$ cat config.mk
export PLATFORM = sky130hd
export DESIGN_NAME = lwc36_encr_core
export DESIGN_NICKNAME = d
export VERILOG_FILES = /design/src/rtl/lwc36_encr_core.sv
export SDC_FILE = /design/constraint.sdc
export NUM_CORES = 1
export LEC_CHECK = 0
export CAP_MARGIN = 15
export CORE_MARGIN = 8
export CORE_UTILIZATION = 30
export CTS_BUF_LIST = sky130_fd_sc_hd__clkbuf_2
export CTS_CLUSTER_DIAMETER = 200
export DETAILED_ROUTE_END_ITERATION = 6
export SLEW_MARGIN = 20
export SYNTH_ARGS = -nofsm -noshare
export SYNTH_HDL_FRONTEND = slang
export SYNTH_SLANG_ARGS = --single-unit
$ cat constraint.sdc
create_clock -name clk -period 20.1 [get_ports clk]
set_clock_uncertainty 0.1 [all_clocks]
set_input_delay 3.015 -clock clk [delete_from_list [all_inputs] [get_ports clk]]
set_output_delay 3.015 -clock clk [all_outputs]
set_load 0.02 [all_outputs]
$ cat src/rtl/lwc36_encr_core.sv
// Iterative 36-bit block encryption core, 144-bit key, one round per clock.
// Round keys, both S-boxes and the round datapath are evaluated in one cycle.
module lwc36_encr_core #(
    parameter int unsigned ROUNDS = 24
) (
    input  logic         clk,
    input  logic         rst,
    input  logic         encrypt_en,
    input  logic [35:0]  S_I,
    input  logic [143:0] keyin,
    output logic [35:0]  S_j,
    output logic         encr_done,
    output logic [6:0]   round_no
);

    typedef enum logic [1:0] {
        IDLE,
        BUSY,
        DONE
    } state_t;

    state_t         r_fsm;
    logic [35:0]    r_state;
    logic [143:0]   r_key;
    logic [35:0]    r_sj;
    logic           r_done;
    logic [6:0]     r_round;

    logic [8:0]     w_kw [16];
    logic [3:0]     w_i1;
    logic [3:0]     w_i2;
    logic [3:0]     w_i3;
    logic [8:0]     w_k1;
    logic [8:0]     w_k2;
    logic [8:0]     w_k3;
    logic [8:0]     w_a;
    logic [8:0]     w_b;
    logic [8:0]     w_c;
    logic [35:0]    w_next;
    logic           w_last;

    function automatic logic [8:0] sb1(input logic [8:0] x);
        logic [8:0] y;
        y = '0;
        for (int i = 0; i < 9; i++) begin
            y[i] = x[i] ^ (~x[(i + 1) % 9] & x[(i + 2) % 9]);
        end
        return y;
    endfunction

    function automatic logic [8:0] sb2(input logic [8:0] x);
        logic [8:0] t;
        t = sb1(x);
        return {t[5:0], t[8:6]} ^ 9'h0A5;
    endfunction

    always_comb begin
        for (int j = 0; j < 16; j++) begin
            w_kw[j] = r_key[143 - 9 * j -: 9];
        end
    end

    // (3r) mod 16 only depends on r mod 16
    assign w_i1 = r_round[3:0] * 4'd3;
    assign w_i2 = w_i1 + 4'd1;
    assign w_i3 = w_i1 + 4'd2;

    assign w_k1 = w_kw[w_i1];
    assign w_k2 = w_kw[w_i2];
    assign w_k3 = w_kw[w_i3] ^ {2'b00, r_round};

    assign w_a = sb1(r_state[35:27] ^ w_k1);
    assign w_b = sb2(r_state[26:18] ^ w_k2);
    assign w_c = sb1(r_state[17:9]  ^ w_k3);

    assign w_next = {r_state[26:18] ^ w_a,
                     r_state[17:9]  ^ w_b,
                     r_state[8:0]   ^ w_c,
                     r_state[35:27]};

    assign w_last = (r_round == 7'(ROUNDS - 1));

    always_ff @(posedge clk or posedge rst) begin
        if (rst) begin
            r_fsm   <= IDLE;
            r_state <= '0;
            r_key   <= '0;
            r_sj    <= '0;
            r_done  <= 1'b0;
            r_round <= '0;
        end else begin
            unique case (r_fsm)
                IDLE, DONE: begin
                    if (encrypt_en) begin
                        r_state <= S_I;
                        r_key   <= keyin;
                        r_round <= '0;
                        r_done  <= 1'b0;
                        r_fsm   <= BUSY;
                    end
                end
                BUSY: begin
                    r_state <= w_next;
                    r_round <= r_round + 7'd1;
                    if (w_last) begin
                        r_sj   <= w_next;
                        r_done <= 1'b1;
                        r_fsm  <= DONE;
                    end
                end
                default: r_fsm <= IDLE;
            endcase
        end
    end

    assign S_j       = r_sj;
    assign encr_done = r_done;
    assign round_no  = r_round;

endmodule

=== Yosys cells after proc, flatten, opt, wreduce, memory -nomap -nowiden ===
Cells that the tools add are included.

* Add/subtract/negate cells: 3
* Multiply operators: 1
* $lt $le $gt $ge: 3
* Equal/unequal tests: 5
* Muxes and demuxes: 19
* Bitwise operators: 92
* Reductions and logical operators: 8

{| class="wikitable"
|+ Operators with widths
! kind !! number
|-
| $bmux W9 S4 || 3
|-
| $pmux W36 S2 || 1
|-
| $mux W9 || 6
|-
| $xor A9 B9 Y9 || 6
|-
| $mux W36 || 1
|-
| $and A1 B1 Y1 || 27
|-
| $not A1 Y1 || 27
|-
| $xor A1 B1 Y1 || 27
|-
| $ge A5 B5 Y1 const B || 3
|-
| $not A4 Y5 || 3
|-
| $pmux W7 S2 || 1
|-
| $xor A9 B7 Y9 || 1
|-
| $reduce_and A2 Y1 || 4
|-
| $add A7 B1 Y7 const B || 1
|-
| $eq A7 B5 Y1 const B || 1
|-
| $mux W7 || 1
|-
| $add A4 B1 Y4 const B || 1
|-
| $add A4 B2 Y4 const B || 1
|-
| $mul A4 B2 Y4 const B || 1
|-
| $mux W2 || 2
|-
| $ne A2 B2 Y1 const B || 2
|-
| $not A4 Y4 || 1
|-
| $pmux W2 S2 || 1
|-
| $reduce_and A3 Y1 || 1
|-
| other kinds (7) || 8
|}

* Bits in registers: 226
* Input port bits: 183
* Output and inout bits: 44
* Logic and storage cells: 137

=== Depth between registers and ports, before layout ===
Gate-level depths: netlist (run 1).

* Depth in word-level cells: 13
* Gate-level depth with buffers: 17
* Depth with buffers taken out: 12

=== Worst setup path after synthesis (run 1) ===
OpenSTA, ideal clock, no wires.

* Path kind: flip-flop to flip-flop
* Start point: register r_round[1] (netlist: round_no[1])
* End point: register r_sj[12] (netlist: S_j[12])
* Data arrival time: 4,562 ps
* Data required time: 19,870 ps
* Path slack: 15,308 ps
* Cell stages (with the launch flop): 17
* Path buffers: 5
* Cells stage by stage: dfrtp_1 -> ha_1 -> inv_1 -> fa_1 -> buf_2 -> buf_2 -> buf_2 -> inv_1 -> ha_1 -> buf_2 -> buf_1 -> mux4_2 -> mux4_2 -> xnor2_1 -> xor2_1 -> xnor2_1 -> o21ai_0

* Word-level cells in the longest chain between the ends: 12
* Elaborated cells between the ends (all ways): 14

{| class="wikitable"
|+ Ends and longest elaborated chain
! item !! line !! text
|-
| start, declared || 27 || <nowiki>logic [6:0] r_round;</nowiki>
|-
| start signal, assigned || 104 || <nowiki>r_round <= r_round + 7'd1;</nowiki>
|-
| $mul A4 B2 Y4 || 64 || <nowiki>assign w_i1 = r_round[3:0] * 4'd3;</nowiki>
|-
| $add A4 B2 Y4 || 66 || <nowiki>assign w_i3 = w_i1 + 4'd2;</nowiki>
|-
| $not A4 Y5 (implied by the code) || 70 || <nowiki>assign w_k3 = w_kw[w_i3] ^ {2'b00, r_round};</nowiki>
|-
| $bmux W9 S4 || 70 ||
|-
| $mux W9 (implied by the code) (2 in a row) || 70 ||
|-
| $xor A9 B7 Y9 || 70 ||
|-
| $xor A9 B9 Y9 || 74 || <nowiki>assign w_c = sb1(r_state[17:9] ^ w_k3);</nowiki>
|-
| $not A1 Y1 || 46 || <nowiki>y[i] = x[i] ^ (~x[(i + 1) % 9] & x[(i + 2) % 9]);</nowiki>
|-
| $and A1 B1 Y1 || 46 ||
|-
| $xor A1 B1 Y1 || 46 ||
|-
| $xor A9 B9 Y9 || 78 || <nowiki>r_state[8:0] ^ w_c,</nowiki>
|-
| end signal, assigned || 106 || <nowiki>r_sj <= w_next;</nowiki>
|-
| end, declared || 25 || <nowiki>logic [35:0] r_sj;</nowiki>
|}

Several ways; a longest one is shown, not always the timed one. The select of a mux whose other input is x is not followed.
A chain may end at the register's enable or synchronous reset.

=== Worst setup path after layout (run 1) ===
* Start point: register r_round[0] (netlist: round_no[0])
* End point: output round_no[0]

{| class="wikitable"
|+ RTL lines
! item !! line !! text
|-
| end, declared || 13 || <nowiki>output logic [6:0] round_no</nowiki>
|}

No word-level cell between the ends.

==> results of run 1 <==
==> cells by family after synthesis <==
kind of cell / count (synthesis) / share of synthesized area (%)
flip-flops: 226 / 43.39
multiplexers: 176 / 25.37
AND/OR/NAND/NOR: 532 / 15.88
XOR/XNOR: 94 / 6.902
AO/OA/AOI/OAI: 103 / 4.723
adder cells (fa/ha/maj): 7 / 0.7296
buffers and inverters: 92 / 3.005
==> stage by stage <==
step / hold slack [ns] / std cells / cell area [um2] / util (%)
finish: 0.3869 / 2080 / 16360 / 38.05
global placement: 0.3619 / 1971 / 15810 / 36.78
detailed placement: 0.3702 / 1971 / 15810 / 36.78
floorplan: 0.3659 / 1230 / 13030 / -
global route: 0.3998 / 2080 / 16360 / 38.05
CTS: 0.3947 / 2079 / 16350 / 38.04
==> worst max-delay path by stage <==
stage / startpoint / to / slack (ns) / cells past startpoint
CTS: round_no[0] / round_no[0] / 14.16 / 1
global placement: encrypt_en / r_key[87] / 14.23 / 6
global route: round_no[0] / r_state[12] / 13.94 / 13
detailed placement: encrypt_en / r_key[129] / 14.20 / 6
finish: round_no[0] / round_no[0] / 14.29 / 1
floorplan: rst / S_j[0] / 10.79 / 1
==> synthesized netlist by cell type (all sizes together), types with 2 or more instances <==
cell / n
inv: 9
ha: 6
nor2: 9
nand2b: 15
dfrtp: 226
o21ai: 62
mux4: 122
buf: 29
a22oi: 36
nor2b: 4
clkbuf: 54
nand3: 5
xnor2: 62
nand2: 495
xor2: 30
mux2: 12
o211ai: 2
xnor3: 2
mux2i: 42
o31ai: 2
==> layout make-up <==
type / instances / area, um2
Antenna cell: 1 / 2.502
Clock buffer: 82 / 410.4
Clock inverter: 26 / 131.4
Fill cell: 4364 / 26630
Inverter: 9 / 41.29
Multi-Input combinational cell: 912 / 7019
Sequential cell: 226 / 5659
Tap cell: 585 / 732.0
Timing Repair Buffer: 239 / 2360
==> state kept, by name, summed over array words and instances, names as in the netlist <==
name	flops
r_state	36
round_no	7
r_key	144
S_j	36
r_fsm	2
encr_done	1
==> layer usage <==
| metal | track usage, % | part of all wire, % | vias up |
|---|---|---|---|
| li1 | - | - | 4697 |
| met3 | 5.002 | 7.9 | 72 |
| met5 | 0 | 0 | - |
| met2 | 30.25 | 51 | 426 |
| met4 | 5.107 | 2.2 | 0 |
| met1 | 20.62 | 39 | 5254 |
==> metrics, run 1 <==
outcome=complete, no violations; synth warn=0; Clock Path Buffers=3; fmax=172.2 MHz; final hold vios=0; Mapped Avg Cell Area=10.60 um2; most frequent cells in the layout=nand2_1, clkdlybuf4s50_1, dfrtp_1; Routed WL=44,790 um; Vias/cell=5.024; Final Setup Violations=0; synthesized cell area=0.01303 mm2; Ports=227; crit-path max FO=62; Post CTS Setup Buffer Count=0; drt first pass iters=6; Most used DFF post-synth=dfrtp_1; max cap viols=0; Slew @ Worst Pin=1.095 ns; reg2reg end=r_state[12]; worst-path cell chain=clkdlybuf4s50_1; area leader, netlist=dfrtp_1; crit start category=register; main area contributors after synthesis=dfrtp_1, mux4_2, nand2_1; final estimated routing congestion in global placement=0.8325; FP Rows=76; first-pass GRT wire length=66,650 um; # clock sinks=226; Crit. End Element=output pin; relative slew slack=27.02%; largest net degree at the start of global routing=99; starting density of the core=30.32%; Die ar.=0.05037 mm2; hold path depth=2; H-tree levels=2; Port Buffers=226; Clk pin slew, worst setup/hold paths=0.12 ns; GRT overflow=0; Clock Latency Late Sink=0.93 ns; setup TNS=0 ns; ys async rst share=100.0%; share of layout cells above drive strength 1=16.87%; total number of vias=10,450; top cell type's share of synthesized area=43.39%; Hold Startpoint=S_j[28]; post-route setup slack=14.29 ns; Die Span Y=224.4 um; min-delay worst type=register to register; Root Driver=clkbuf_2; # DRC=0; die width=224.4 um; Yosys reg bits=226; Initial DRC Count=896; layout net count=1,638; Detailed Place HPWL=33,230 um; Syn-to-layout area delta=25.49%; initial antenna violation count=1; WL/cell=21.53 um; Slew Limit Fails=0; CTS Hold Bufs=0; Post-Synthesis Net Count=1,420; RSZ-0062 raised after global routing=no; most common cell after layout, fill and taps aside=nand2_1; aggregate global-route resource usage=17.36%; Tcrit/Tclk final=28.89%; critical path arrival=2.69 ns; CTS tree=done; WP data required=16.99 ns; FF-to-FF Start=round_no[0]; hold path endpoint=S_j[28]; Crit-path slowest cell=dfrtp_4; Netlist cell types=34; synthesized instance count=1,230; Place WS=14.20 ns; vias in the first global route=10,770; antenna viol nets, final=0; fin crit period=5.807 ns; max incr delay on CP=1.05 ns; Buffers & Inverters on Critical Path=1; Crit path max-delay family=flip-flops; reg-to-reg slack, setup=14.42 ns; Post-synth EDFFs=0; core area=0.04298 mm2; Worst Reg-to-Reg Cells=13; Seq/Total Area, Yosys=43.39%; Gates resized, CTS repair=0; Num CTS Buffers=60; Setup Crit Path Kind=register to output pin
Power of run 1 is left out: the tool's default activity adds up to more than one toggle a clock period on the data nets, which glitch-free logic cannot reach.
==> run 2, diff against run 1 <==
- clock period: 20.1 -> 5.9 ns (I/O delays scaled with it)
==> metrics, run 2 (synthesized netlist as in run 1, its figures left out) <==
most common cell after layout, fill and taps aside=nand2_1; Largest register FFs=144 (unchanged); Clock Latency Late Sink=0.98 ns (+0.05 ns); CTS tree=done; CTS Hold Bufs=0 (unchanged); crit-path max FO=17 (-73%); crit start category=register; min-delay worst type=input port to asynchronous set/reset pin; Die ar.=0.05037 mm2 (unchanged); Syn-to-layout area delta=25.60% (about the same); Crit. End Element=register; vias in the first global route=10,990 (+2.0%); # clock sinks=226 (unchanged); FF+latch area=0.005659 mm2 (unchanged); Detailed Place HPWL=34,380 um (+3.5%); final estimated routing congestion in global placement=0.8866 (+6.5%); FP Rows=76 (unchanged); starting density of the core=30.32% (unchanged); Gates resized, CTS repair=0 (unchanged); fin crit period=4.518 ns; Final Setup Violations=0 (unchanged); Placement Cell Area=0.01584 mm2 (+0.21%); aggregate global-route resource usage=17.85% (+0.49 points); GRT overflow=0 (unchanged); first-pass GRT wire length=68,110 um (+2.2%); area of the multi-input gates=0.007019 mm2 (unchanged); Largest Register=r_key; post-route setup slack=1.382 ns (-12.91 ns); WL/cell=21.76 um (+1.1%); # fillers=4,322 (-0.96%); RSZ-0062 raised after global routing=no; Port Buffers=226 (unchanged); setup TNS=0 ns (unchanged); drt first pass iters=5 (-1); final hold vios=0 (unchanged); antenna viol nets, final=0 (unchanged); Worst Reg-to-Reg Cells=12 (-1); Num CTS Buffers=60 (unchanged); core area=0.04298 mm2 (unchanged); # DRC=0 (unchanged); Routed WL=45,240 um (+1.0%); Ports=227 (unchanged); Slew @ Worst Pin=1.005 ns (-0.08962 ns); max cap viols=0 (unchanged); Slew Limit Fails=0 (unchanged); die width=224.4 um (unchanged); layout net count=1,642 (+0.24%); largest net degree at the start of global routing=115 (+16%); Place WS=1.411 ns (-12.79 ns); Die Span Y=224.4 um (unchanged); fin cells=2,079 (-0.048%); H-tree levels=2 (unchanged); share of layout cells above drive strength 1=17.37% (+0.50 points); relative slew slack=32.94% (+5.9 points); dpl cells=1,974 (+0.15%); Vias/cell=5.025 (about the same); total number of vias=10,450 (-0.019%); Root Driver=clkbuf_2; fmax=221.4 MHz; Clk pin slew, worst setup/hold paths=0.11 ns (about the same); most frequent cells in the layout=nand2_1, clkdlybuf4s50_1, dfrtp_1; Tcrit/Tclk final=76.57%; Setup Crit Path Kind=register to register; Clock Path Buffers=3 (unchanged); WP data required=6.65 ns (-10.34 ns); Post CTS Setup Buffer Count=0 (unchanged); outcome=complete, no violations; critical path arrival=5.27 ns (+2.58 ns); initial antenna violation count=2 (+1); Post-Layout Inst Area=0.01637 mm2 (about the same); Initial DRC Count=862 (-3.8%)
-- run 2: routing by layer --
layer,track usage [%],part of all wire (%),up-vias
met2,30.69,50,454
met4,6.541,3.4,0
met5,0,0,-
met3,4.338,7.5,83
met1,21.55,39,5209
li1,-,-,4701
-- run 2: critical path, stage by stage (launching register included) --
cell and delay (ns):
dfrtp_1 0.47, ha_1 0.26, inv_1 0.07, fa_2 0.54
inv_1 0.05, ha_1 0.84, buf_4 0.30, mux4_2 0.51
mux4_2 0.49, xnor2_1 0.31, xnor2_1 0.18, xnor2_1 0.15
o21ai_0 0.11
-- run 2: layout make-up --
class	instances	area share, %
Multi-Input combinational cell	912	42.88
Sequential cell	226	34.57
Timing Repair Buffer	243	14.80
Tap cell	585	4.471
Clock buffer	89	2.721
Clock inverter	12	0.2904
Inverter	9	0.2293
Antenna cell	3	0.04586
-- run 2: final timing paths --
kind	startpoint	to	slack, ns
min in group clk	keyin[0]	r_key[0]	0.31
max in group asynchronous	rst	r_key[82]	4.41
max reg2reg	round_no[1]	S_j[9]	1.38
min	rst	r_key[53]	0.17
max	round_no[1]	S_j[9]	1.38
min reg2reg	S_j[35]	S_j[35]	0.38
-- run 2: through the flow --
stage | util (%) | hold slack [ns]
after floorplan | - | 0.3659
after global placement | 36.85 | 0.3662
after detailed placement | 36.86 | 0.3746
after CTS | 38.01 | 0.06710
after global routing | 38.08 | 0.07483
final | 38.09 | 0.1661
Power of run 2 is left out for the same reason.
==> run 3, diff against run 2 <==
- clock period: 5.9 -> 3.8 ns (I/O delays scaled with it)
==> metrics, run 3 (synthesized netlist as in run 1, its figures left out) <==
outcome=complete, no violations; setup TNS=0 ns (unchanged); Largest Register=r_key; starting density of the core=30.32% (unchanged); Final Setup Violations=0 (unchanged); Clk pin slew, worst setup/hold paths=0.11 ns (about the same); most common cell after layout, fill and taps aside=nand2_1; Slew Limit Fails=0 (unchanged); core area=0.04298 mm2 (unchanged); GRT overflow=0 (unchanged); min-delay worst type=input port to register; vias in the first global route=11,500 (+4.7%); final core utilization=42.16% (+4.1 points); die width=224.4 um (unchanged); Initial DRC Count=875 (+1.5%); first-pass GRT wire length=70,030 um (+2.8%); Port Buffers=226 (unchanged); Largest register FFs=144 (unchanged); crit-path max FO=6 (-11); Num CTS Buffers=61 (+1.7%); Detailed Place HPWL=34,730 um (+1.0%); Clock Latency Late Sink=0.96 ns (-0.02 ns); CTS tree=done; WL/cell=20.90 um (-4.0%); # clock sinks=226 (unchanged); most frequent cells in the layout=nand2_1, clkdlybuf4s50_1, dfrtp_1; fmax=269.6 MHz (+22%); layout net count=1,790 (+9.0%); antenna viol nets, final=0 (unchanged); Vias/cell=4.983 (-0.84%); H-tree levels=2 (unchanged); max cap viols=0 (unchanged); aggregate global-route resource usage=18.19% (+0.34 points); relative slew slack=35.08% (+2.1 points); FP Rows=76 (unchanged); Setup Crit Path Kind=register to register; critical path arrival=4.42 ns (-0.85 ns); # DRC=0 (unchanged); Root Driver=clkbuf_2; final estimated routing congestion in global placement=0.8852 (-0.16%); Clock Path Buffers=3 (unchanged); drt first pass iters=5 (unchanged); Crit. End Element=register; total number of vias=11,100 (+6.3%); Routed WL=46,560 um (+2.9%); fin crit period=3.710 ns (-0.8079 ns); RSZ-0062 raised after global routing=yes; share of layout cells above drive strength 1=18.76% (+1.4 points); crit start category=register; Die ar.=0.05037 mm2 (unchanged); initial antenna violation count=1 (-1); Slew @ Worst Pin=0.9716 ns (-0.03348 ns); Ports=227 (unchanged); largest net degree at the start of global routing=181 (+57%); Tcrit/Tclk final=97.62% (+21 points); final hold vios=0 (unchanged); WP data required=4.51 ns (-2.14 ns); Syn-to-layout area delta=39.04%; Die Span Y=224.4 um (unchanged)
run 3: per-layer routing:
layer  share of wire [%]  track usage, %
met3                 7.0           3.791
met4                 2.5           6.204
met2                  51           32.06
met1                  39           21.89
met5                   0               0
run 3: stage by stage:
stage | hold WS, ns | std cells | setup WS [ns] | instance area [um2]
floorplan | 0.3655 | 1230 | -0.1693 | 13210
global placement | 0.3654 | 1988 | 0.05183 | 16160
detailed placement | 0.3733 | 1988 | -0.002599 | 16160
CTS | 0.00006306 | 2213 | 0.005599 | 17910
global route | 0.007929 | 2228 | -0.04693 | 18120
finish | 0.1038 | 2228 | 0.09028 | 18120
run 3: area by class of cell:
cell class | count | area (um2)
fillers | 4178 | 24860
multi-input cells | 912 | 7221
flip-flops and latches | 226 | 5662
repair buffers | 390 | 3909
well taps | 585 | 732.0
clock buffers | 85 | 425.4
clock inverters | 20 | 131.4
inverters | 9 | 40.04
diodes | 1 | 2.502
run 3: what timing repair did:
| item | 4_1_cts | 5_1_grt |
|---|---|---|
| hold buffers | 120 | 0 |
| setup endpoints to repair | 0 | 32 |
| resized for setup | 0 | 19 |
| setup buffers | 0 | 14 |
| endpoints found under the hold margin | 131 | 0 |
run 3: worst max-delay path, cell delays in order, from the launching register on:
cell and delay [ns]:
dfrtp_4 0.45, ha_4 0.15, inv_2 0.04, fa_2 0.61, inv_4 0.04, ha_4 0.34, buf_4 0.16, mux4_2 0.48
mux4_2 0.53, xnor2_2 0.18, xnor2_1 0.25, xnor2_2 0.15, o21ai_0 0.10
run 3: final timing paths:
kind,slack [ns],start,to,depth (start not counted)
min in group asynchronous,0.57,rst,S_j[4],4
max reg2reg,0.09,round_no[0],S_j[15],12
max in group asynchronous,2.29,rst,r_key[48],4
min,0.10,keyin[31],r_key[31],3
min reg2reg,0.39,S_j[26],S_j[26],2
max,0.09,round_no[0],S_j[15],12
Power of run 3 is left out for the same reason.
